<file path="config.mk">
export PLATFORM = sky130hd
export DESIGN_NAME = sram_arbiter
export DESIGN_NICKNAME = d
export VERILOG_FILES = /design/src/rtl/sram_pkg.sv /design/src/rtl/sram_rd_tag_pipe.sv /design/src/rtl/sram_arbiter.sv
export SDC_FILE = /design/constraint.sdc
export NUM_CORES = 1
export LEC_CHECK = 0
export ABC_AREA = 1
export BUFFER_PORTS_ARGS = -buffer_cell sky130_fd_sc_hd__buf_4
export CORE_AREA = 2 2 83 85
export CTS_BUF_LIST = sky130_fd_sc_hd__clkbuf_4 sky130_fd_sc_hd__clkbuf_8
export DETAILED_ROUTE_END_ITERATION = 12
export DIE_AREA = 0 0 85 87
export GPL_TIMING_DRIVEN = 0
export PLACE_DENSITY = 0.84
export SLEW_MARGIN = 30
export SYNTH_ARGS = -nofsm -noshare
export SYNTH_HDL_FRONTEND = slang
export SYNTH_SLANG_ARGS = --single-unit
</file>
<file path="constraint.sdc">
create_clock -name a_clk -period 2.9 [get_ports a_clk]
set_input_delay 0 -clock a_clk [delete_from_list [all_inputs] [get_ports a_clk]]
set_output_delay 0 -clock a_clk [all_outputs]
set_load 0.05 [all_outputs]
</file>
<file path="src/rtl/sram_pkg.sv">
// Shared types for the two-port SRAM arbiter: default widths, arbiter FSM
// states and the read-tag record that follows each read through the SRAM
// latency window.
package sram_pkg;

  localparam int ADDR_W_DEF = 18;
  localparam int DATA_W_DEF = 16;

  typedef enum logic {
    IDLE = 1'b0,
    BUSY = 1'b1
  } arb_state_e;

  // One entry per accepted read: valid marks a real read, id names the
  // requester that should receive the returned data.
  typedef struct packed {
    logic valid;
    logic id;
  } rd_tag_t;

endpackage

</file>
<file path="src/rtl/sram_rd_tag_pipe.sv">
// Read-tag delay line: carries {valid,id} of each accepted read so it emerges
// exactly DEPTH cycles later, lined up with the SRAM read return.
// Ports: a_clk/a_rst (sync, active-high), tag_i (inserted every cycle), tag_o (oldest entry).
module sram_rd_tag_pipe
  import sram_pkg::*;
#(
  parameter int DEPTH = 4
) (
  input  logic    a_clk,
  input  logic    a_rst,
  input  rd_tag_t tag_i,
  output rd_tag_t tag_o
);

  rd_tag_t [DEPTH-1:0] pipe_q;

  always_ff @(posedge a_clk) begin
    if (a_rst) begin
      pipe_q <= '0;
    end else begin
      pipe_q[0] <= tag_i;
      for (int i = 1; i < DEPTH; i++) begin
        pipe_q[i] <= pipe_q[i-1];
      end
    end
  end

  assign tag_o = pipe_q[DEPTH-1];

endmodule

</file>
<file path="src/rtl/sram_arbiter.sv">
// Two-requester arbiter in front of a single-command SRAM core: registers the
// winner's command, pulses the winner's ready on SRAM accept, and routes read
// returns back to the issuing requester using a latency-matched tag pipeline.
// Ports: a_clk/a_rst (sync, active-high); m0_*/m1_* requester side
// (req/ready handshake, rd/addr/be/wr_data command, rd_data_vld/rd_data return);
// sram_* command/return to the SRAM core; grant_id owner of current/last
// command; orphan_err sticky flag for read data with no outstanding tag.
// Build option: SRAM_ARB_FIXED_PRIO_EN makes port 0 win every contention;
// without it the two ports alternate under contention.
module sram_arbiter
  import sram_pkg::*;
#(
  parameter int ADDR_W     = ADDR_W_DEF,
  parameter int DATA_W     = DATA_W_DEF,
  parameter int RD_LATENCY = 4
) (
  input  logic              a_clk,
  input  logic              a_rst,
  input  logic              m0_req,
  output logic              m0_ready,
  input  logic              m0_rd,
  input  logic [ADDR_W-1:0] m0_addr,
  input  logic [1:0]        m0_be,
  input  logic [DATA_W-1:0] m0_wr_data,
  output logic              m0_rd_data_vld,
  output logic [DATA_W-1:0] m0_rd_data,
  input  logic              m1_req,
  output logic              m1_ready,
  input  logic              m1_rd,
  input  logic [ADDR_W-1:0] m1_addr,
  input  logic [1:0]        m1_be,
  input  logic [DATA_W-1:0] m1_wr_data,
  output logic              m1_rd_data_vld,
  output logic [DATA_W-1:0] m1_rd_data,
  output logic              sram_req,
  output logic              sram_rd,
  output logic [ADDR_W-1:0] sram_addr,
  output logic [1:0]        sram_be,
  output logic [DATA_W-1:0] sram_wr_data,
  input  logic              sram_ready,
  input  logic              sram_rd_data_vld,
  input  logic [DATA_W-1:0] sram_rd_data,
  output logic              grant_id,
  output logic              orphan_err
);

  arb_state_e        state_q, state_d;
  logic              rd_q, rd_d;
  logic [ADDR_W-1:0] addr_q, addr_d;
  logic [1:0]        be_q, be_d;
  logic [DATA_W-1:0] wr_data_q, wr_data_d;
  logic              grant_q, grant_d;
  logic              orphan_q, orphan_d;
  logic              win;
  logic              accept;
  rd_tag_t           tag_in, tag_out;

`ifdef SRAM_ARB_FIXED_PRIO_EN
  // Port 0 always wins; port 1 only when port 0 is quiet.
  assign win = ~m0_req;
`else
  logic last_grant_q, last_grant_d;

  // Under contention hand the slot to whoever did not get the last one.
  always_comb begin
    win = m1_req;
    if (m0_req && m1_req) begin
      win = ~last_grant_q;
    end
  end
`endif

  // sram_req is exactly "in BUSY", so accept needs no extra qualification
  // beyond the BUSY state.
  assign accept = (state_q == BUSY) && sram_ready;

  always_comb begin
    state_d   = state_q;
    rd_d      = rd_q;
    addr_d    = addr_q;
    be_d      = be_q;
    wr_data_d = wr_data_q;
    grant_d   = grant_q;
`ifndef SRAM_ARB_FIXED_PRIO_EN
    last_grant_d = last_grant_q;
`endif
    case (state_q)
      IDLE: begin
        if (m0_req || m1_req) begin
          state_d   = BUSY;
          grant_d   = win;
          rd_d      = win ? m1_rd      : m0_rd;
          addr_d    = win ? m1_addr    : m0_addr;
          be_d      = win ? m1_be      : m0_be;
          wr_data_d = win ? m1_wr_data : m0_wr_data;
`ifndef SRAM_ARB_FIXED_PRIO_EN
          last_grant_d = win;
`endif
        end
      end
      BUSY: begin
        // Command fields hold; requester inputs are not looked at here.
        if (sram_ready) begin
          state_d = IDLE;
        end
      end
      default: state_d = IDLE;
    endcase
  end

  // Returns arriving with no tag are dropped and flagged until reset.
  assign orphan_d = orphan_q | (sram_rd_data_vld & ~tag_out.valid);

  always_ff @(posedge a_clk) begin
    if (a_rst) begin
      state_q   <= IDLE;
      rd_q      <= 1'b0;
      addr_q    <= '0;
      be_q      <= '0;
      wr_data_q <= '0;
      grant_q   <= 1'b0;
      orphan_q  <= 1'b0;
`ifndef SRAM_ARB_FIXED_PRIO_EN
      last_grant_q <= 1'b1;
`endif
    end else begin
      state_q   <= state_d;
      rd_q      <= rd_d;
      addr_q    <= addr_d;
      be_q      <= be_d;
      wr_data_q <= wr_data_d;
      grant_q   <= grant_d;
      orphan_q  <= orphan_d;
`ifndef SRAM_ARB_FIXED_PRIO_EN
      last_grant_q <= last_grant_d;
`endif
    end
  end

  // Only accepted reads enter the tag pipe; writes leave an empty slot.
  assign tag_in.valid = accept & rd_q;
  assign tag_in.id    = grant_q;

  sram_rd_tag_pipe #(
    .DEPTH (RD_LATENCY)
  ) u_tag_pipe (
    .a_clk (a_clk),
    .a_rst (a_rst),
    .tag_i (tag_in),
    .tag_o (tag_out)
  );

  assign sram_req     = (state_q == BUSY);
  assign sram_rd      = rd_q;
  assign sram_addr    = addr_q;
  assign sram_be      = be_q;
  assign sram_wr_data = wr_data_q;
  assign grant_id     = grant_q;
  assign orphan_err   = orphan_q;

  assign m0_ready = accept & ~grant_q;
  assign m1_ready = accept &  grant_q;

  assign m0_rd_data_vld = sram_rd_data_vld & tag_out.valid & ~tag_out.id;
  assign m1_rd_data_vld = sram_rd_data_vld & tag_out.valid &  tag_out.id;
  assign m0_rd_data     = sram_rd_data;
  assign m1_rd_data     = sram_rd_data;

endmodule

</file>
==> out/metrics.cfg, run 1 <==
[run_status]
status = completed

[finish]
seqCellArea_sq_um = 980.9
antenna_cells = 0
fillers = 600
syn_to_final_growth_pct = 62.36
instances_no_fill = 664
post-route-util_pct = 62.93
multiInputGateArea_sq_um = 1006
num-nets-final = 679
drive_above_1_share_pct = 36.47
stdcell_area_sq_um = 4134

[floorplanning]
design.core.area_sq_um = 6569
num_io_pins = 172
fp-row-count = 30
die_y_um = 87
die_area_sq_um = 7395
die_width_um = 85
start_util_pct = 38.76

[global_route]
grt_pass1_wl_um = 11670
first_global_vias = 2660
overflow = 0
antenna_found_initial = 0
grt_max_degree = 15
grt_usage_pct = 19.49

[cts]
htree_levels = 2
clockRootBuffer = clkbuf_8
cts.reportedPaths.clkPinSlew_ns = 0.09
post_cts_buffers = 0
clock_sinks = 49
cts_buffers = 5
cts_buffer_depth = 2
worstSkewPairLatency_ns = 0.29
cts_tree = built

[power_and_ir_drop]
comb_power_share_pct = 39.7
swShare_pct = 37.19
ir_worst_vdd_v = 0.0002220
power.total_mw = 1.987
p_per_area_nw_per_um2 = 480.6
power.share.clock_pct = 21.9
p_int_mw = 1.248
p_leak_nw = 2.308
switching_power_mw = 0.7388
seq_power_share_pct = 38.4

[worst_setup_path]
crit_path_start = m0_req
critPathSlowestCell = dlygate4sd3_1
cp-end-kind = flip-flop
path_class = in2reg
worstPathRequired_ns = 3.10
worstPathMaxFanout = 10
worst_path_most_repeated_cell = nand2_1
rr_startpoint = last_grant_q
cp_num_buf_inv = 3
crit_chain = dlygate4sd3_1 -> buf_4 -> nand2_1 -> nand2_2 -> buf_2 -> nand2_1 -> nand2_1 -> nor2_1 -> nor2_1
crit_path_end = sram_addr[10]
slowest_delay_ns = 0.55
critPathLaunchType = primary input
crit_family = buffers and inverters
r2r_cells = 6
reg2reg_to = sram_wr_data[5]
path_depth = 9
reg2reg_slack_ns = 1.60
arrival_ns = 1.53

[sta]
hold_violations = 0
fin_crit_sh_pct = 45.79
rsz0062_at_grt = no
finalWorstSetupSlack_ns = 1.572
worst_pin_slew_ns = 0.3920
period_needed_ns = 1.328
timing.setup.tns_ns = 0
timing.fmax_ghz = 0.7531
final_max_slew_viol_count = 0
hold_ws_ns = 0.009133
slew_headroom_pct = 73.87
setup_viol = 0
finClkSkew_ns = 0.003877

[yosys]
synth_top_family_by_area = simple AND/OR/NAND/NOR gates
syn_avg_cell_area_sq_um = 6.381
synthSimpleGateAreaFrac_pct = 31.84
synth.net_count = 495
synth-seq-cells = 49
synth_compound_area_share_pct = 7.666
synth_seq_area_share_pct = 38.53
synth.mux.area_fraction_pct = 0
yosysWarningCount = 0
synth_area_sq_um = 2546
synth_fa_ha_area_share_pct = 0
syn_inst = 399
synth_xor_area_share_pct = 0
post_synth_num_cell_types = 15

[detailed_routing]
routed_via_density = 4.447
wirelength_um = 7599
drt_iter0_markers = 79
num_vias = 2953
final_antenna_net_count = 0
wl_per_cell_um = 11.44
drc_errors = 0
dr.pass1.iters = 7

[placement]
dp_hpwl_um = 5588
io_buffers = 154
place.gp.congestion = 0.7845
placed_cell_area_sq_um = 3802
dp_slack_ns = 1.612
place_inst = 633

[hold_path]
hp-class = in2reg

[job]
drv_cap = 0

## sequential cells by signal, indices dropped and copies added, names as in the netlist
signal             cells
last_grant_q           1
grant_id               1
orphan_err             1
u_tag_pipe.tag_o       2
sram_rd                1
sram_req               1
sram_be                2
sram_wr_data          16
sram_addr             18
u_tag_pipe.pipe_q      6
## worst min path at each step
stage / from / endpoint / slack (ns) / cells past startpoint
after floorplan: sram_rd_data_vld / orphan_err / 0.14 / 2
after global placement: sram_rd_data_vld / orphan_err / 0.24 / 3
after detailed placement: sram_rd_data[5] / m0_rd_data[5] / 0.25 / 2
after CTS: m1_req / sram_req / 0.001 / 3
after global routing: m0_be[0] / sram_be[0] / 0.02 / 5
final: m0_wr_data[2] / sram_wr_data[2] / 0.009 / 5
## power by group through the flow
stage          registers, mW  clock network [mW]  logic, mW
3_3_place_gp           0.776                   0      0.752
6_report               0.763               0.435      0.788
4_1_cts                0.763               0.452      0.788
2_1_floorplan          0.966                   0      0.318
3_5_place_dp           0.778                   0      0.762
5_1_grt                0.770               0.479      0.839
## layout by cell type, fill, tap and decap left out, types with 2 or more instances in the layout
cell | Yosys | layout
a21oi_1 | 2 | 2
buf_2 | 9 | 9
buf_4 | 32 | 186
buf_6 | 7 | 7
clkbuf_1 | 4 | 4
clkbuf_8 | 0 | 7
dfxtp_1 | 49 | 49
dlygate4sd3_1 | 0 | 23
inv_1 | 48 | 48
nand2_1 | 82 | 82
nand3_1 | 5 | 5
nor2_1 | 121 | 121
o21ai_0 | 10 | 10
o21ai_1 | 27 | 27
## layer usage
layer	part of all wire [%]	up-vias	track usage, %
li1	-	1517	-
met1	38	1308	20.13
met2	52	113	37.93
met3	7.8	15	5.592
met4	1.9	0	5.628
met5	0	-	0
## Yosys cell counts, drive strengths merged
cell	n	share of area, %
dfxtp	49	39
clkbuf	4	0.59
nor2	123	19
buf	48	14
nand3	5	0.98
nand2	83	12
a21oi	2	0.39
inv	48	7.1
o21ai	37	7.3
## cell families after synthesis
| kind of cell | after synthesis |
|---|---|
| buffers and inverters | 100 |
| AOI/OAI and AO/OA | 39 |
| and+or+nand+nor | 211 |
| DFF | 49 |
## final cells by class
type	instances	share of cell area [%]
well taps	80	2.421
plain buffers	52	9.171
clock buffers	7	2.331
repair buffers	177	33.54
inverters	48	4.358
clock inverters	1	0.1211
multi-input cells	250	24.33
flip-flops and latches	49	23.73
## tightest hold or removal path: stages
cell and delay (ns):
buf_4 0.08, nand2_1 0.04, nand2_1 0.05, nor2_1 0.03, nor2_1 0.07
## timing repair
item | in CTS | in global routing
endpoints found under the hold margin | 27 | 0
setup endpoints to repair | 0 | 0
hold buffers | 23 | 0
gates resized for setup | 0 | 0
Note: power is estimated with default switching activity, not from simulation.
==> inputs of run 2 (changes only) <==
--- a/config.mk
+++ b/config.mk
@@ -7,12 +7,12 @@
 export LEC_CHECK = 0
 export ABC_AREA = 1
 export BUFFER_PORTS_ARGS = -buffer_cell sky130_fd_sc_hd__buf_4
-export CORE_AREA = 2 2 83 85
+export CORE_AREA = 2 2 84 86
 export CTS_BUF_LIST = sky130_fd_sc_hd__clkbuf_4 sky130_fd_sc_hd__clkbuf_8
 export DETAILED_ROUTE_END_ITERATION = 12
-export DIE_AREA = 0 0 85 87
+export DIE_AREA = 0 0 86 88
 export GPL_TIMING_DRIVEN = 0
-export PLACE_DENSITY = 0.84
+export PLACE_DENSITY = 0.86
 export SLEW_MARGIN = 30
 export SYNTH_ARGS = -nofsm -noshare
 export SYNTH_HDL_FRONTEND = slang
==> constraint.sdc (replaced) <==
create_clock -name a_clk -period 1.1 [get_ports a_clk]
set_input_delay 0 -clock a_clk [delete_from_list [all_inputs] [get_ports a_clk]]
set_output_delay 0 -clock a_clk [all_outputs]
set_load 0.05 [all_outputs]
==> out/metrics.cfg, run 2 (same netlist as run 1, synthesis figures left out) <==
[finish]
fillers = 595
largest_reg_flops = 18
final_common_cell = buf_4
num-nets-final = 679
syn_to_final_growth_pct = 68.94
final_cell_mix = buf_4, nor2_1, nand2_1
antenna_cells = 0
drive_above_1_share_pct = 41.10

[cts]
worstSkewPairLatency_ns = 0.29
cts_buffers = 5
cts.reportedPaths.clkPinSlew_ns = 0.09
cts_tree = built
clockRootBuffer = clkbuf_8
clock_sinks = 49
cts_buffer_depth = 2
htree_levels = 2

[sta]
setup_viol = 5
finalWorstSetupSlack_ns = -0.01804
hold_violations = 0
period_needed_ns = 1.118
timing.fmax_ghz = 0.8944
finClkSkew_ns = 0.003224
final_max_slew_viol_count = 0
timing.setup.tns_ns = -0.04117
slew_headroom_pct = 70.52
fin_crit_sh_pct = 101.6
worst_pin_slew_ns = 0.4422
rsz0062_at_grt = yes

[worst_setup_path]
worstPathMaxFanout = 6
worstPathRequired_ns = 1.29
crit_path_start = sram_req
path_class = reg2reg
arrival_ns = 1.31
critPathLaunchType = flip-flop
reg2reg_slack_ns = -0.02
rr_startpoint = sram_req
cp-end-kind = flip-flop

[detailed_routing]
drc_errors = 0
routed_via_density = 4.438
dr.pass1.iters = 4
final_antenna_net_count = 0
num_vias = 2947
wirelength_um = 7985
drt_iter0_markers = 82
wl_per_cell_um = 12.03

[power_and_ir_drop]
power.share.clock_pct = 21.1
p_leak_nw = 2.372
p_per_area_nw_per_um2 = 1251
p_int_mw = 3.380
power.total_mw = 5.380
switching_power_mw = 2.000
ir_worst_vdd_v = 0.0005851
comb_power_share_pct = 41.4
seq_power_share_pct = 37.5
swShare_pct = 37.18

[placement]
io_buffers = 154
place.gp.congestion = 0.8024
dp_hpwl_um = 5780

[floorplanning]
die_area_sq_um = 7568
die_y_um = 88
num_io_pins = 172
design.core.area_sq_um = 6644
start_util_pct = 38.32
die_width_um = 86
fp-row-count = 30

[run_status]
failed_checks = negative setup slack
status = complete, but fails checks

[global_route]
overflow = 0
first_global_vias = 2769
grt_pass1_wl_um = 12020
antenna_found_initial = 0
grt_usage_pct = 19.93
grt_max_degree = 15

[hold_path]
min-delay-start = m0_wr_data[0]
hp-class = in2reg

[job]
drv_cap = 0

[run 2: worst paths after layout]
kind,end,cells after the start
setup / recovery,sram_be[1],6
hold / removal,sram_wr_data[0],5
setup reg to reg,sram_be[1],6
hold reg to reg,u_tag_pipe.tag_o[1],2
[run 2: per-layer routing]
layer / vias up / share of wire [%] / GRT usage [%]
met3: 6 / 7.2 / 5.372
li1: 1519 / - / -
met1: 1319 / 39 / 21.56
met5: - / 0 / 0
met2: 103 / 53 / 39.04
met4: 0 / 0.63 / 3.463
[run 2: metrics by stage]
stage | std cells | util [%] | hold slack (ns) | setup WS (ns) | area (sq um)
finish | 664 | 64.75 | 0.01138 | -0.01804 | 4302
global route | 664 | 64.75 | 0.02853 | -0.09923 | 4302
CTS | 663 | 63.82 | 0.001408 | -0.009085 | 4240
detailed placement | 633 | 57.53 | 0.2548 | -0.1872 | 3822
global placement | 633 | 57.53 | 0.2404 | -0.1318 | 3822
floorplan | 399 | - | 0.1447 | 0.03843 | 2566
[run 2: area by class of cell]
cell class,count,area [sq um],area share (%)
flip-flops and latches,49,987.2,22.95
repair buffers,176,1405,32.66
plain buffers,52,441.7,10.27
multi-input cells,251,1086,25.25
inverters,48,180.2,4.188
clock inverters,1,5.005,0.1163
clock buffers,7,96.34,2.240
well taps,80,100.1,2.327
[run 2: critical path: stages, from the launching register on]
cell and delay, ns:
dfxtp_4 0.36, nor2_4 0.14, buf_8 0.17, buf_6 0.12, nand2_1 0.06, nor2_1 0.10, nor2_1 0.06
[run 2: repair_timing]
action,4_1_cts,5_1_grt
cloned,3,0
gates resized for setup,27,18
hold endpoints to repair,20,0
hold buffers,16,0
setup buffers,3,1
pin swaps,11,13
setup endpoints to repair,39,39
[run 2: power by group through the flow]
stage          clock, mW  sequential, mW  combinational, mW
3_5_place_dp           0            2.05               2.02
2_1_floorplan          0            2.55              0.843
4_1_cts             1.17            2.02               2.18
5_1_grt             1.23            2.03               2.37
3_3_place_gp           0            2.05               1.99
6_report            1.13            2.02               2.23
==> inputs of run 3 (changes only) <==
--- a/config.mk
+++ b/config.mk
@@ -13,6 +13,7 @@
 export DIE_AREA = 0 0 86 88
 export GPL_TIMING_DRIVEN = 0
 export PLACE_DENSITY = 0.86
+export SKIP_CTS_REPAIR_TIMING = 1
 export SLEW_MARGIN = 30
 export SYNTH_ARGS = -nofsm -noshare
 export SYNTH_HDL_FRONTEND = slang
==> out/metrics.cfg, run 3 (same netlist as run 1, synthesis figures left out) <==
[worst_setup_path]
reg2reg_to = sram_be[1]
cp_num_buf_inv = 2
worst_path_most_repeated_cell = nor2_1
r2r_cells = 6
crit_path_start = sram_req
arrival_ns = 1.32
critPathSlowestCell = dfxtp_4
rr_startpoint = sram_req
crit_chain = nor2_4 -> buf_8 -> buf_6 -> nand2_1 -> nor2_1 -> nor2_1
path_class = reg2reg
worstPathMaxFanout = 10
cp-end-kind = flip-flop
reg2reg_slack_ns = -0.03
worstPathRequired_ns = 1.29
slowest_delay_ns = 0.37
crit_family = flip-flops
critPathLaunchType = flip-flop

[finish]
antenna_cells = 0
instances_no_fill = 644
stdcell_area_sq_um = 4020
post-route-util_pct = 60.51
final_cell_mix = buf_4, nor2_1, nand2_1
num-nets-final = 659
syn_to_final_growth_pct = 57.89
drive_above_1_share_pct = 39.36
largest_reg_flops = 18
fillers = 641
final_common_cell = buf_4

[sta]
finalWorstSetupSlack_ns = -0.02608
final_max_slew_viol_count = 0
slew_headroom_pct = 71.39
timing.fmax_ghz = 0.8880
period_needed_ns = 1.126
finClkSkew_ns = 0.004266
hold_ws_ns = -0.007863
worst_pin_slew_ns = 0.4291
timing.setup.tns_ns = -0.1343
fin_crit_sh_pct = 102.4
hold_violations = 6
setup_viol = 12
rsz0062_at_grt = yes

[detailed_routing]
drc_errors = 0
drt_iter0_markers = 73
dr.pass1.iters = 4
num_vias = 2842
wl_per_cell_um = 11.57
routed_via_density = 4.413
wirelength_um = 7454
final_antenna_net_count = 0

[run_status]
status = complete, but fails checks
failed_checks = negative hold slack, negative setup slack

[global_route]
met1_usage_pct = 19.49
first_global_vias = 2531
grt_pass1_wl_um = 10920
grt_max_degree = 15
antenna_found_initial = 0
grt.met2_usage_pct = 34.18
grt_usage_pct = 17.84
grt_util_met3_pct = 5.372
overflow = 0
grt_busiest_layer = met2

[floorplanning]
die_width_um = 86
design.core.area_sq_um = 6644
fp-row-count = 30
start_util_pct = 38.32
die_y_um = 88
die_area_sq_um = 7568
num_io_pins = 172

[cts]
cts_buffer_depth = 2
cts_buffers = 5
clock_sinks = 49
worstSkewPairLatency_ns = 0.29
cts_tree = built
clockRootBuffer = clkbuf_8
htree_levels = 2
cts.reportedPaths.clkPinSlew_ns = 0.09

[placement]
place_inst = 633
place.gp.congestion = 0.8024
dp_slack_ns = -0.1872
placed_cell_area_sq_um = 3822
dp_hpwl_um = 5780
io_buffers = 154

[job]
drv_cap = 0

[power_and_ir_drop]
power.total_mw = 5.233
ir_worst_vdd_v = 0.0005854
p_per_area_nw_per_um2 = 1302
p_leak_nw = 2.256

[hold_path]
hold_end = sram_addr[9]
hp-class = in2reg
min-delay-start = m0_addr[9]
holdPathStages = 5

## run 3: cell types whose count changed in the layout (fill, tap and decap cells not counted), sizes merged
cell / change
dlygate4sd3: -14
buf: -6
## run 3: worst max path at each step
| stage | end | slack (ns) | depth (start not counted) |
|---|---|---|---|
| 3_5_place_dp | sram_wr_data[0] | -0.19 | 6 |
| 3_3_place_gp | sram_wr_data[4] | -0.13 | 6 |
| 2_1_floorplan | sram_wr_data[6] | 0.04 | 6 |
| 5_1_grt | sram_wr_data[8] | -0.11 | 6 |
| 6_report | sram_be[1] | -0.03 | 6 |
| 4_1_cts | sram_wr_data[0] | -0.20 | 6 |
## run 3: metal layers
layer | part of all wire (%) | up-vias
met2 | 51 | 103
met1 | 40 | 1259
li1 | - | 1476
met3 | 8.0 | 4
met4 | 0.47 | 0
met5 | 0 | -
## run 3: final cells by class
class	instances	area, sq um	share of cell area [%]
clock buffer	7	96.34	2.397
sequential	49	987.2	24.56
timing repair buffer	156	1184	29.44
clock inverter	1	5.005	0.1245
multi-input combinational	251	1047	26.05
buffer	52	420.4	10.46
tap	80	100.1	2.490
inverter	48	180.2	4.482
## run 3: where the power goes
part	internal, mW	leakage [nW]	switching, mW
sequential	1.93	0.406	0.0900
clock	0.569	0.0542	0.577
combinational	0.777	1.80	1.29
total	3.28	2.26	1.96
## run 3: worst register-to-register path, stage by stage (launching register included)
cell and delay (ns):
dfxtp_4 0.37, nor2_4 0.13, buf_8 0.16, buf_6 0.15, nand2_1 0.06, nor2_1 0.10
nor2_1 0.05
